$ cat src/rtl/wb_single_master.sv
// Single-outstanding Wishbone classic master: takes one request at a time, runs one bus cycle, and returns a one-cycle response.
// Optional no-ack timeout is compiled in with `define WB_MASTER_TIMEOUT_EN.
module wb_single_master #(
  parameter int AW      = 26,
  parameter int DW      = 32,
  parameter int TIMEOUT = 255,
  localparam int SW     = DW / 8
) (
  input  logic          wb_clk_i,
  input  logic          wb_rst_i,
  input  logic          sdr_init_done,
  input  logic          req_valid,
  output logic          req_ready,
  input  logic          req_we,
  input  logic [AW-1:0] req_addr,
  input  logic [DW-1:0] req_wdata,
  input  logic [SW-1:0] req_sel,
  output logic          rsp_valid,
  output logic [DW-1:0] rsp_rdata,
  output logic          rsp_err,
  output logic          wb_cyc_o,
  output logic          wb_stb_o,
  output logic          wb_we_o,
  output logic [AW-1:0] wb_adr_o,
  output logic [DW-1:0] wb_dat_o,
  output logic [SW-1:0] wb_sel_o,
  input  logic [DW-1:0] wb_dat_i,
  input  logic          wb_ack_i
);

  typedef enum logic [1:0] {
    IDLE = 2'd0,
    BUS  = 2'd1,
    RESP = 2'd2
  } state_t;

  state_t state_q, state_d;

  logic          accept;
  logic          ack_in_bus;
  logic          timeout_hit;
  logic          bus_done;
  logic          we_q;
  logic [SW-1:0] sel_q;
  logic [AW-1:0] adr_q;
  logic [DW-1:0] dat_q;
  logic [DW-1:0] rdata_q;

  assign req_ready  = (state_q == IDLE) & sdr_init_done & ~wb_rst_i;
  assign accept     = req_valid & req_ready;
  assign ack_in_bus = (state_q == BUS) & wb_ack_i;
  assign bus_done   = ack_in_bus | timeout_hit;

`ifdef WB_MASTER_TIMEOUT_EN
  localparam logic [7:0] TIMEOUT_CNT = 8'(TIMEOUT);

  logic [7:0] wait_cnt;
  logic       err_q;

  // Ack wins over timeout when both land in the same cycle.
  assign timeout_hit = (state_q == BUS) & ~wb_ack_i & (wait_cnt == TIMEOUT_CNT);

  always_ff @(posedge wb_clk_i or posedge wb_rst_i) begin
    if (wb_rst_i) begin
      wait_cnt <= 8'd0;
      err_q    <= 1'b0;
    end else begin
      if (accept)
        wait_cnt <= 8'd0;
      else if ((state_q == BUS) && !wb_ack_i && !timeout_hit)
        wait_cnt <= wait_cnt + 8'd1;
      err_q <= timeout_hit;
    end
  end

  assign rsp_err = err_q;
`else
  assign timeout_hit = 1'b0;
  assign rsp_err     = 1'b0;
`endif

  always_ff @(posedge wb_clk_i or posedge wb_rst_i) begin
    if (wb_rst_i)
      state_q <= IDLE;
    else
      state_q <= state_d;
  end

  always_comb begin
    state_d = state_q;
    unique case (state_q)
      IDLE:    if (accept) state_d = BUS;
      BUS:     if (bus_done) state_d = RESP;
      RESP:    state_d = IDLE;
      default: state_d = IDLE;
    endcase
  end

  // we/sel are only non-zero while the bus cycle is live; adr/dat keep their last value.
  always_ff @(posedge wb_clk_i or posedge wb_rst_i) begin
    if (wb_rst_i) begin
      we_q    <= 1'b0;
      sel_q   <= '0;
      adr_q   <= '0;
      dat_q   <= '0;
      rdata_q <= '0;
    end else begin
      if (accept) begin
        we_q  <= req_we;
        sel_q <= req_sel;
        adr_q <= req_addr;
        dat_q <= req_wdata;
      end else if (bus_done) begin
        we_q  <= 1'b0;
        sel_q <= '0;
      end
      if (ack_in_bus && !we_q)
        rdata_q <= wb_dat_i;
    end
  end

  assign wb_cyc_o  = (state_q == BUS) & ~wb_rst_i;
  assign wb_stb_o  = (state_q == BUS) & ~wb_rst_i;
  assign wb_we_o   = we_q;
  assign wb_sel_o  = sel_q;
  assign wb_adr_o  = adr_q;
  assign wb_dat_o  = dat_q;
  assign rsp_valid = (state_q == RESP) & ~wb_rst_i;
  assign rsp_rdata = rdata_q;

endmodule
$ cat config.mk
export PLATFORM = sky130hd
export DESIGN_NAME = wb_single_master
export DESIGN_NICKNAME = d
export VERILOG_FILES = /design/src/rtl/wb_single_master.sv
export SDC_FILE = /design/constraint.sdc
export NUM_CORES = 1
export LEC_CHECK = 0
export BUFFER_PORTS_ARGS = -buffer_cell sky130_fd_sc_hd__buf_2
export CELL_PAD_IN_SITES_DETAIL_PLACEMENT = 1
export CELL_PAD_IN_SITES_GLOBAL_PLACEMENT = 1
export CORE_MARGIN = 3
export CORE_UTILIZATION = 35
export CTS_CLUSTER_SIZE = 8
export DETAILED_ROUTE_END_ITERATION = 10
export HOLD_SLACK_MARGIN = 0.03
export PLACE_DENSITY = 0.82
export SETUP_SLACK_MARGIN = 0.5
export SYNTH_ARGS = -nofsm -noshare
export SYNTH_HDL_FRONTEND = slang
export SYNTH_SLANG_ARGS = --single-unit
$ cat constraint.sdc
create_clock -name wb_clk_i -period 3.5 [get_ports wb_clk_i]
set_input_delay 0.35 -clock wb_clk_i [delete_from_list [all_inputs] [get_ports wb_clk_i]]
set_output_delay 0.35 -clock wb_clk_i [all_outputs]
set_load 0.01 [all_outputs]
; ---- Yosys cells after proc, flatten, opt, wreduce, memory -nomap -nowiden
; Index checks and enable logic that the tools add are counted.
; Widths: inputs -> output; s select.
[word_totals]
reg_bits = 97
inputBits = 100
output_inout_bits = 100
word_cells = 29
[op_classes]
eq_ne = 4
muxes = 7
n_bitwise = 7
reduce_logical = 5
[ops]
columns = operator, count
row1 = $mux 4, 2
row2 = $and 1x1->1, 6
row3 = $mux 2, 2
row4 = $ne 2x2->1 const B, 2
row5 = $pmux 2 s2, 1
row6 = $eq 2x1->1 const B, 1
row7 = $eq 2x2->1 const B, 1
row8 = $logic_not 2->1, 1
row9 = $mux 1, 2
row10 = $reduce_and 2->1, 1
row11 = $reduce_bool 2->1, 1
row12 = $logic_and 1x1->1, 1
row13 = $logic_not 1->1, 1
row14 = $not 1->1, 1

; ---- Depth between registers and ports, before layout
; Gate-level depths: netlist of run 1.
[logic_depth]
depth_word = 6
mapped_depth = 4
ltp_nobuf = 3

; ---- Least setup slack after synthesis of run 1
; OpenSTA, ideal clock, no wires.
[synth_path]
path_kind = reg2reg
from = reg state_q[0]
to = reg adr_q[0] (netlist: wb_adr_o[0])
setup_ps = 125
arrival_time_ps = 1444
required_time_ps = 3375
path_slack_ps = 1931
stages_incl_launch_ff = 5
n_path_buf = 1
synth_period_minus_slack_ps = 1569
path_cell_list = dfrtp_1 > nor4b_4 > nand2_4 > buf_6 > mux2_4
[synth_between]
elab_chain_len = 4
[synth_rtl]
columns = element, line_no
row1 = "start, declared", 37  ; state_t state_q, state_d;
row2 = "start signal, assigned", 86  ; state_q <= state_d;
row3 = $logic_not 2->1, 49  ; assign req_ready = (state_q == IDLE) & sdr_init_done & ~wb_rst_i;
row4 = $and 1x1->1 (2 in a row), 49
row5 = named net req_ready, 13  ; output logic req_ready,
row6 = $and 1x1->1, 50  ; assign accept = req_valid & req_ready;
row7 = "end signal, assigned", 111  ; adr_q <= req_addr;
row8 = "end, declared", 45  ; logic [AW-1:0] adr_q;
; The timed path passes the listed nets, and every way through them passes these cells.
; A chain may end at the register's enable or synchronous reset.

; ---- Worst setup path in the final report of run 1
[layout_path]
from = in wb_rst_i
to = reg adr_q[14] (netlist: wb_adr_o[14])
[layout_between]
elab_chain_len = 3
[layout_rtl]
columns = element, line_no
row1 = "start, declared", 10  ; input logic wb_rst_i,
row2 = $not 1->1, 49
row3 = $and 1x1->1, 49
row4 = $and 1x1->1, 50
; Every way passes these cells.

==> results.yml, run 1 <==
run_status:
  run_status: "complete, no violations"
floorplanning:
  die-width_um: 112.0
  start_util: 0.3610
  num_rows: 38
  ioPinCount: 200
  dieArea_um2: 12540
  die_h_um: 112.0
  core-area_um2: 10890
route:
  first_iter_violations: 117
  wirelength_um: 9503
  wl_per_cell_um: 16.61
  vias: 2574
  vias_per_cell: 4.500
  drt_first_pass_iters: 4
  ant_nets: 0
  drc_errors: 0
clock_network:
  post-cts-setup-buffers: 0
  clk_latency_ns: 0.36
  clock_sinks: 97
  clk_pin_slew_ns: 0.09
  clockBufferDepth: 2
  cts_tree: "built"
  cts_buffers: 9
  ctsHtreeMaxLevel: 3
  cts_root_buf: "clkbuf_8"
pwr:
  power_leakage_nw: 2.883
  p_per_area_nw_per_um2: 694.5
  ir_worst_vdd_v: 0.0002522
grt:
  antenna_found_initial: 0
  grt_max_degree: 65
  grt_pass1_vias: 2860
  overflow: 0
  grt_usage: 0.1546
  grt_pass1_wl_um: 15100
worst_setup_path:
  cp.arrival_ns: 2.59
  reg2reg_depth: 3
  slowest_stage: "nand2_4"
  crit_fanout: 64
  crit_path_end: "wb_adr_o[14]"
  crit_type: "primary input to flip-flop"
  start_kind: "primary input"
  r2r-start: "state_q[0]"
  endpoint_kind: "flip-flop"
  cp.required_ns: 3.74
  crit_start: "wb_rst_i"
  crit_path_max_incr_delay_ns: 0.58
  rrSetupSlack_ns: 1.34
  timing.rr.end: "wb_adr_o[14]"
  path_cells: "dlygate4sd3_1 > buf_2 > nor4b_4 > nand2_4 > mux2_4"
logic_synthesis:
  yosysWarnings: 0
  yosysSeqAreaShare: 0.6176
  synth_cell_types: 18
  synth-seq-cells: 97
  synthesis.area_um2: 3930
  synthMuxAreaShare: 0.3222
  netlist.area_leader.share: 0.6176
  yosys.area.top_type: "dfrtp_1"
  synth_compound_area_frac: 0.001273
  synth-xor-area-share: 0
  synthSimpleGateAreaFrac: 0.02165
  synthAdderAreaFrac: 0
  yosysMostFrequentCell: "dfrtp_1"
  synth_area_per_cell_um2: 17.54
  synth_top_family_by_area: "multiplexers"
  syn-num-nets: 324
  synth_cells: 224
  netlist_top_cells_area: "dfrtp_1 (62%), mux2_4 (21%), mux2_2 (9.7%)"
  synth_edf_count: 0
  ys.flop_type: "dfrtp_1"
  async_flop_share: 1.000
  synth_common_cells: "dfrtp_1 (97), mux2_4 (54), mux2_2 (34), buf_6 (9), inv_1 (7)"
min_path:
  worstHoldPathType: "primary input to flip-flop"
placed_design:
  gp_congestion: 0.7465
  portBuffers: 198
  pre_cts_ws_ns: 1.327
  dp_hpwl_um: 7346
sta:
  rsz0062_at_grt: "false"
  tns_ns: 0
  finalCriticalPeriod_ns: 2.345
  setup_ws_ns: 1.155
  fin_crit_sh: 0.6701
  max_clock_freq_mhz: 426.4
  setup_violations: 0
  maxSlewHeadroom: 0.2356
  timing.final.max_slew_violations: 0
  finalHoldViolCount: 0
  finClkSkew_ns: 0.004402
  tightest_slew_ns: 1.147
finish:
  area_growth_pct: 33.84
  layout-drive-gt1-share: 0.7169
  nets: 526
run:
  cap_viol_max_count: 0
-- how the worst min path moves through the flow --
stage / slack, ns / start / to / cells past startpoint
final: 0.19 / wb_ack_i / state_q[0] / 2
after global routing: 0.17 / wb_dat_i[16] / rsp_rdata[16] / 2
after global placement: 0.37 / wb_rst_i / state_q[1] / 2
after floorplan: 0.46 / wb_ack_i / state_q[0] / 1
after detailed placement: 0.38 / wb_rst_i / state_q[1] / 2
after CTS: 0.16 / wb_ack_i / state_q[0] / 2
-- cell type report --
type / count / area (um^2)
Timing Repair Buffer: 202 / 1023
Inverter: 7 / 28.78
Antenna cell: 1 / 2.502
Tap cell: 140 / 175.2
Clock buffer: 10 / 137.6
Sequential cell: 97 / 2427
Multi-Input combinational cell: 109 / 1360
Clock inverter: 6 / 105.1
Fill cell: 1178 / 5628
-- where the power goes --
| part | total [W] | switching, W | internal (W) |
|---|---|---|---|
| Combinational | 0.00113 | 0.000492 | 0.000634 |
| Sequential | 0.00166 | 0.000190 | 0.00147 |
| Clock | 0.000866 | 0.000376 | 0.000491 |
| Total | 0.00365 | 0.00106 | 0.00260 |
-- critical path, delay by kind of cell --
kind	cells	cell delay, ns
and+or+nand+nor	2	0.87
muxes	1	0.54
buffers and inverters	2	0.71
-- layout by cell type, fill, tap and decap left out, types with 2 or more instances in the layout --
cell type	netlist	layout
mux2_4	54	54
bufinv_16	0	3
mux2_2	34	34
clkinv_2	0	3
buf_2	0	198
mux2i_1	5	5
dfrtp_1	97	97
mux2_1	2	2
clkbuf_8	0	10
nand2_1	5	5
buf_4	2	3
inv_1	7	6
-- stage by stage --
stage / cell area (um^2) / total power [W] / util / hold WS, ns / std cells
after floorplan: 3930 / 0.002299 / - / 0.4577 / 224
final: 5260 / 0.003653 / 0.4831 / 0.1895 / 572
after CTS: 5258 / 0.003726 / 0.4829 / 0.1576 / 571
after global routing: 5258 / 0.003872 / 0.4829 / 0.1688 / 571
after global placement: 5005 / 0.002770 / 0.4597 / 0.3712 / 554
after detailed placement: 5005 / 0.002834 / 0.4597 / 0.3815 / 554
-- timing repair --
action | CTS | global route
hold buffers | 1 | 0
hold endpoints to repair | 23 | 0
resized for setup | 0 | 0
-- metal layers --
layer,wire [um],vias up,track usage,share of wire
li1,-,1168,-,-
met5,0,-,0,0
met4,278,0,0.07853,0.029
met1,3634,1275,0.1759,0.38
met3,649,21,0.03913,0.068
met2,4941,110,0.2690,0.52
-- sequential cells by signal, summed over array words and instances (netlist names) --
register,cells
rsp_rdata,32
state_q,2
wb_adr_o,26
wb_dat_o,32
wb_sel_o,4
wb_we_o,1
-- kinds of logic after synthesis --
kind of cell    after synthesis
compound gates                1
buf+inv                      18
flops                        97
mux                          95
other cells                   1
simple gates                 12
Note: power is estimated with default switching activity, not from simulation.
==> run 2: changes to the inputs <==
- ABC_AREA: not set -> 1
- CORE_UTILIZATION: 35 -> 33
- PLACE_DENSITY: 0.82 -> 0.83
- clock period: 3.5 -> 2.4 ns (I/O delays scaled with it)
==> run 2 against run 1 <==
Effect of this change:
- critical path depth is 3 lower
- clock-buffer cell count up 2
- combinational power is 25% higher
- cell count up 37%
- clock skew is essentially flat
- sequential share of layout area decreased by 1.6 points
- clock power grew 66%
- design area up 3.5%
- non-clock buffer count stayed put
- flip-flop and latch count did not move
- area after synthesis is 4.1% higher
- critical path type is now flip-flop to primary output
- largest cell class unchanged
==> results.yml, run 2 <==
clock_network:
  clk_latency_ns: 0.33
  clockBufferDepth: 2
  cts_hold_buffers: 0
  ctsHtreeMaxLevel: 3
  cts_tree: "built"
  post-cts-setup-buffers: 0
  cts.repair.resized: 0
  clock_sinks: 97
  clk_pin_slew_ns: 0.06
  cts_root_buf: "clkbuf_16"
  cts_buffers: 9
placed_design:
  gp_congestion: 0.7360
  portBuffers: 198
  dp_hpwl_um: 7957
  place_area_um2: 5149
  pre_cts_ws_ns: 0.8599
finish:
  area_growth_pct: 33.09
  register_area_um2: 2427
  layout-drive-gt1-share: 0.4246
  nets: 713
  diodes: 0
  fin_area_um2: 5445
  final_cell_mix: "buf_2 (198), dfrtp_1 (97), inv_1 (94)"
  multiInputGateArea_um2: 1101
  n_fill_cell: 1461
  final_common_cell: "buf_2"
grt:
  antenna_found_initial: 0
  grt_max_degree: 98
  grt_usage: 0.1563
  grt_pass1_wl_um: 17710
  grt_pass1_vias: 3643
  overflow: 0
pwr:
  power_w: 0.005160
  power_leakage_nw: 3.211
  p_per_area_nw_per_um2: 947.6
  ir_worst_vdd_v: 0.0003694
route:
  wl_per_cell_um: 13.41
  drt_first_pass_iters: 4
  ant_nets: 0
  first_iter_violations: 175
  vias: 3379
  drc_errors: 0
  vias_per_cell: 4.304
  wirelength_um: 10530
worst_setup_path:
  endpoint_kind: "primary output"
  start_kind: "flip-flop"
  cp.required_ns: 2.16
  reg2reg_depth: 5
  timing.rr.end: "wb_adr_o[5]"
  r2r-start: "state_q[0]"
  cp.arrival_ns: 1.39
  crit_type: "flip-flop to primary output"
  crit_fanout: 4
  rrSetupSlack_ns: 0.85
logic_synthesis:
  synthesis.area_um2: 4091
  netlist_top_cells_area: "dfrtp_1 (59%), inv_1 (8.7%), nand2_1 (8.3%)"
  yosysMostFrequentCell: "dfrtp_1"
  synth_area_per_cell_um2: 9.718
  async_flop_share: 1.000
  synth_cell_types: 19
  yosys.area.top_type: "dfrtp_1"
  ys.flop_type: "dfrtp_1"
  yosysSeqAreaShare: 0.5933
  synth_cells: 421
  synth-seq-cells: 97
  yosysWarnings: 0
  netlist.area_leader.share: 0.5933
  synth_edf_count: 0
  synth_common_cells: "dfrtp_1 (97), inv_1 (95), nand2_1 (91), o21ai_1 (57), o21ai_2 (33)"
  syn-num-nets: 521
sta:
  maxSlewHeadroom: 0.5422
  tightest_slew_ns: 0.6867
  setup_ws_ns: 0.7748
  finClkSkew_ns: 0.004848
  finalHoldViolCount: 0
  timing.final.max_slew_violations: 0
  fin_crit_sh: 0.6772
  hold_slack_ns: 0.1254
  finalCriticalPeriod_ns: 1.625
  tns_ns: 0
  max_clock_freq_mhz: 615.3
  rsz0062_at_grt: "false"
  setup_violations: 0
floorplanning:
  dieArea_um2: 13770
  die_h_um: 117.3
  core-area_um2: 12060
  die-width_um: 117.3
  num_rows: 40
  ioPinCount: 200
  start_util: 0.3392
run:
  cap_viol_max_count: 0
min_path:
  worstHoldPathType: "primary input to async pin"
run_status:
  run_status: "complete, no violations"
-- run 2: cell count changes after synthesis, sizes merged, moves of 3 or more --
cell / before / now
o21ai: 1 / 91
inv: 7 / 96
mux2i: 5 / 0
nand4: 0 / 5
nand2: 6 / 97
mux2: 90 / 0
clkbuf: 0 / 4
buf: 11 / 17
nand3: 0 / 7
nor2: 2 / 5
-- run 2: stage by stage --
step	instances	utilization
finish	785	0.4515
global route	785	0.4515
CTS	785	0.4515
detailed placement	770	0.4269
global placement	770	0.4269
floorplan	421	-
-- run 2: layer usage --
metal / global-route usage / share of wire / vias up
met3: 0.05063 / 0.077 / 19
li1: - / - / 1655
met4: 0.06452 / 0.022 / 0
met5: 0 / 0 / -
met1: 0.1838 / 0.41 / 1579
met2: 0.2641 / 0.49 / 126
-- run 2: final cells by class --
type / instances / share of cell area
sequential: 97 / 0.4458
clock buffer: 12 / 0.04710
tap: 168 / 0.03860
clock inverter: 3 / 0.007353
multi-input combinational: 207 / 0.2022
timing repair buffer: 202 / 0.1921
inverter: 96 / 0.06687
-- run 2: logic make-up after synthesis --
family	Yosys count	share of synthesized area
AO/OA/AOI/OAI	91	0.1416
buffers and inverters	117	0.1376
AND/OR/NAND/NOR	115	0.1266
flip-flops	97	0.5933
other	1	0.0009166
-- run 2: power breakdown --
part,total (W),switching [W],internal (W)
Sequential,0.00231,0.000241,0.00207
Clock,0.00144,0.000585,0.000856
Combinational,0.00141,0.000797,0.000611
Total,0.00516,0.00162,0.00354
-- run 2: worst max-delay path by stage --
stage | from | endpoint | slack [ns] | cells after the start
final | state_q[0] | req_ready | 0.77 | 2
after global placement | state_q[1] | wb_dat_o[25] | 0.94 | 5
after floorplan | wb_rst_i | rsp_valid | 0.29 | 3
after CTS | state_q[0] | req_ready | 0.77 | 2
after detailed placement | state_q[0] | wb_dat_o[25] | 0.86 | 5
after global routing | state_q[0] | rsp_rdata[16] | 0.69 | 6
-- run 2: critical path, cell delays in order (launching register included) --
cell	delay [ns]
dfrtp_1	0.45
nor4_1	0.40
buf_2	0.20
==> run 3: changes to the inputs <==
- ABC_AREA: 1 -> 0
- CORE_UTILIZATION: 33 -> 32
- PLACE_DENSITY: 0.83 -> 0.8
- clock period: 2.4 -> 1.3 ns (I/O delays scaled with it)
==> run 3 against run 2 <==
Effect of this change:
- the flow now finishes with violations (negative hold slack, negative setup slack)
- clock-buffer cell count is 1 lower
- clock skew rose by 0.0012 ns
- sequential power grew 100%
- utilization up 16 points
- worst hold slack worse by 0.17 ns
- flip-flop and latch count did not move
- cell count shrank 8.0%
==> results.yml, run 3 (synthesized netlist as in run 1, its figures left out) <==
run_status:
  run_status: "finished with violations"
  violations: "negative hold slack, negative setup slack"
clock_network:
  ctsHtreeMaxLevel: 3
  clock_sinks: 97
  clockBufferDepth: 2
  cts_buffers: 9
  cts_tree: "built"
  clk_latency_ns: 0.34
  cts_root_buf: "clkbuf_16"
  clk_pin_slew_ns: 0.07
worst_setup_path:
  timing.rr.end: "rsp_rdata[5]"
  start_kind: "flip-flop"
  reg2reg_depth: 4
  endpoint_kind: "flip-flop"
  path_cells: "nand3b_1 > nor2_4 > buf_12 > mux2_2"
  r2r-start: "state_q[1]"
  rrSetupSlack_ns: -0.29
  crit_buf_inv: 1
  crit_fanout: 16
  path_delay_family: "simple AND/OR/NAND/NOR gates"
  crit_path_max_incr_delay_ns: 0.41
  cp.required_ns: 1.52
  crit_type: "flip-flop to flip-flop"
  slowest_stage: "dfrtp_1"
  cp.arrival_ns: 1.81
finish:
  final_common_cell: "buf_2"
  area_growth_pct: 80.74
  layout.cells.non_filler: 722
  diodes: 0
  final_cell_mix: "buf_2 (156), dfrtp_1 (96), dlygate4sd3_1 (81)"
  layout-drive-gt1-share: 0.6615
  nets: 674
sta:
  fin_crit_sh: 1.221
  hold_slack_ns: -0.04157
  max_clock_freq_mhz: 630.1
  finalCriticalPeriod_ns: 1.587
  setup_ws_ns: -0.2871
  timing.final.max_slew_violations: 0
  finClkSkew_ns: 0.006018
  setup_violations: 99
  finalHoldViolCount: 11
  rsz0062_at_grt: "true"
pwr:
  p_per_area_nw_per_um2: 1716
  ir_worst_vdd_v: 0.0006907
  power_leakage_nw: 3.749
placed_design:
  dp_hpwl_um: 7519
  pre_cts_ws_ns: -0.2597
  dp_cells: 564
  gp_congestion: 0.7409
  portBuffers: 198
route:
  vias: 3239
  first_iter_violations: 105
  ant_nets: 0
  drc_errors: 0
  drt_first_pass_iters: 4
  vias_per_cell: 4.486
  wl_per_cell_um: 19.25
  wirelength_um: 13900
floorplanning:
  die-width_um: 116.8
  dieArea_um2: 13650
  num_rows: 39
  core-area_um2: 11710
  ioPinCount: 200
  start_util: 0.3356
  die_h_um: 116.8
min_path:
  worstHoldPathType: "primary input to async pin"
grt:
  overflow: 0
  grt_usage: 0.1816
  antenna_found_initial: 0
  grt_pass1_vias: 3549
  grt_pass1_wl_um: 18650
  grt_max_degree: 38
run:
  cap_viol_max_count: 0
## run 3: worst max-delay path by stage
| stage | startpoint | end | depth (start not counted) | slack (ns) |
|---|---|---|---|---|
| 3_5_place_dp | state_q[1] | rsp_rdata[31] | 4 | -0.26 |
| 2_1_floorplan | state_q[1] | wb_adr_o[0] | 4 | -0.23 |
| 5_1_grt | state_q[1] | rsp_rdata[5] | 4 | -0.35 |
| 4_1_cts | state_q[1] | rsp_rdata[31] | 4 | -0.26 |
| 3_3_place_gp | state_q[1] | rsp_rdata[6] | 4 | -0.21 |
| 6_report | state_q[1] | rsp_rdata[5] | 4 | -0.29 |
## run 3: power by group
| group | internal (W) | leakage (nW) | total, W | switching [W] |
|---|---|---|---|---|
| registers | 0.00397 | 1.16 | 0.00463 | 0.000652 |
| clock network | 0.00154 | 0.142 | 0.00268 | 0.00114 |
| logic | 0.00314 | 2.45 | 0.00488 | 0.00174 |
| total | 0.00866 | 3.75 | 0.0122 | 0.00353 |
## run 3: per-stage QoR
| step | cell area [um^2] | power, W | utilization | TNS [ns] | hold WS [ns] |
|---|---|---|---|---|---|
| after floorplan | 3969 | 0.006248 | - | -19.87 | 0.2385 |
| after global placement | 5160 | 0.007559 | 0.4406 | -17.14 | 0.2951 |
| after detailed placement | 5160 | 0.007732 | 0.4406 | -19.70 | 0.3238 |
| after CTS | 6621 | 0.01123 | 0.5654 | -20.21 | -0.04887 |
| after global routing | 7103 | 0.01283 | 0.6065 | -28.77 | -0.02741 |
| final | 7103 | 0.01219 | 0.6065 | -19.57 | -0.04157 |
## run 3: cell type report
type,count,area [um^2]
inverter,7,30.03
tap,143,178.9
clock buffer,11,242.7
sequential,97,2429
clock inverter,5,55.05
fill,1171,4608
multi-input combinational,109,1479
timing repair buffer,350,2689
## run 3: worst reg2reg max path, stage by stage (launching register included)
cell and delay [ns]:
dfrtp_1 0.41, nand3b_1 0.25, nor2_4 0.23, buf_12 0.21, mux2_2 0.37
## run 3: per-layer routing
layer	vias to the layer above	wire length [um]	share of wire	GRT usage
met5	-	0	0	0
met4	0	495	0.036	0.07645
met3	36	834	0.060	0.04422
met2	142	7540	0.54	0.3493
met1	1601	5030	0.36	0.1853
li1	1460	-	-	-
## run 3: what timing repair did
| action | CTS | global route |
|---|---|---|
| pin swaps | 1 | 2 |
| endpoints found under the setup margin | 196 | 196 |
| gates cloned | 0 | 2 |
| buffers inserted | 35 | 24 |
| hold endpoints to repair | 106 | 24 |
| gates resized for setup | 23 | 46 |
| hold buffers | 78 | 3 |
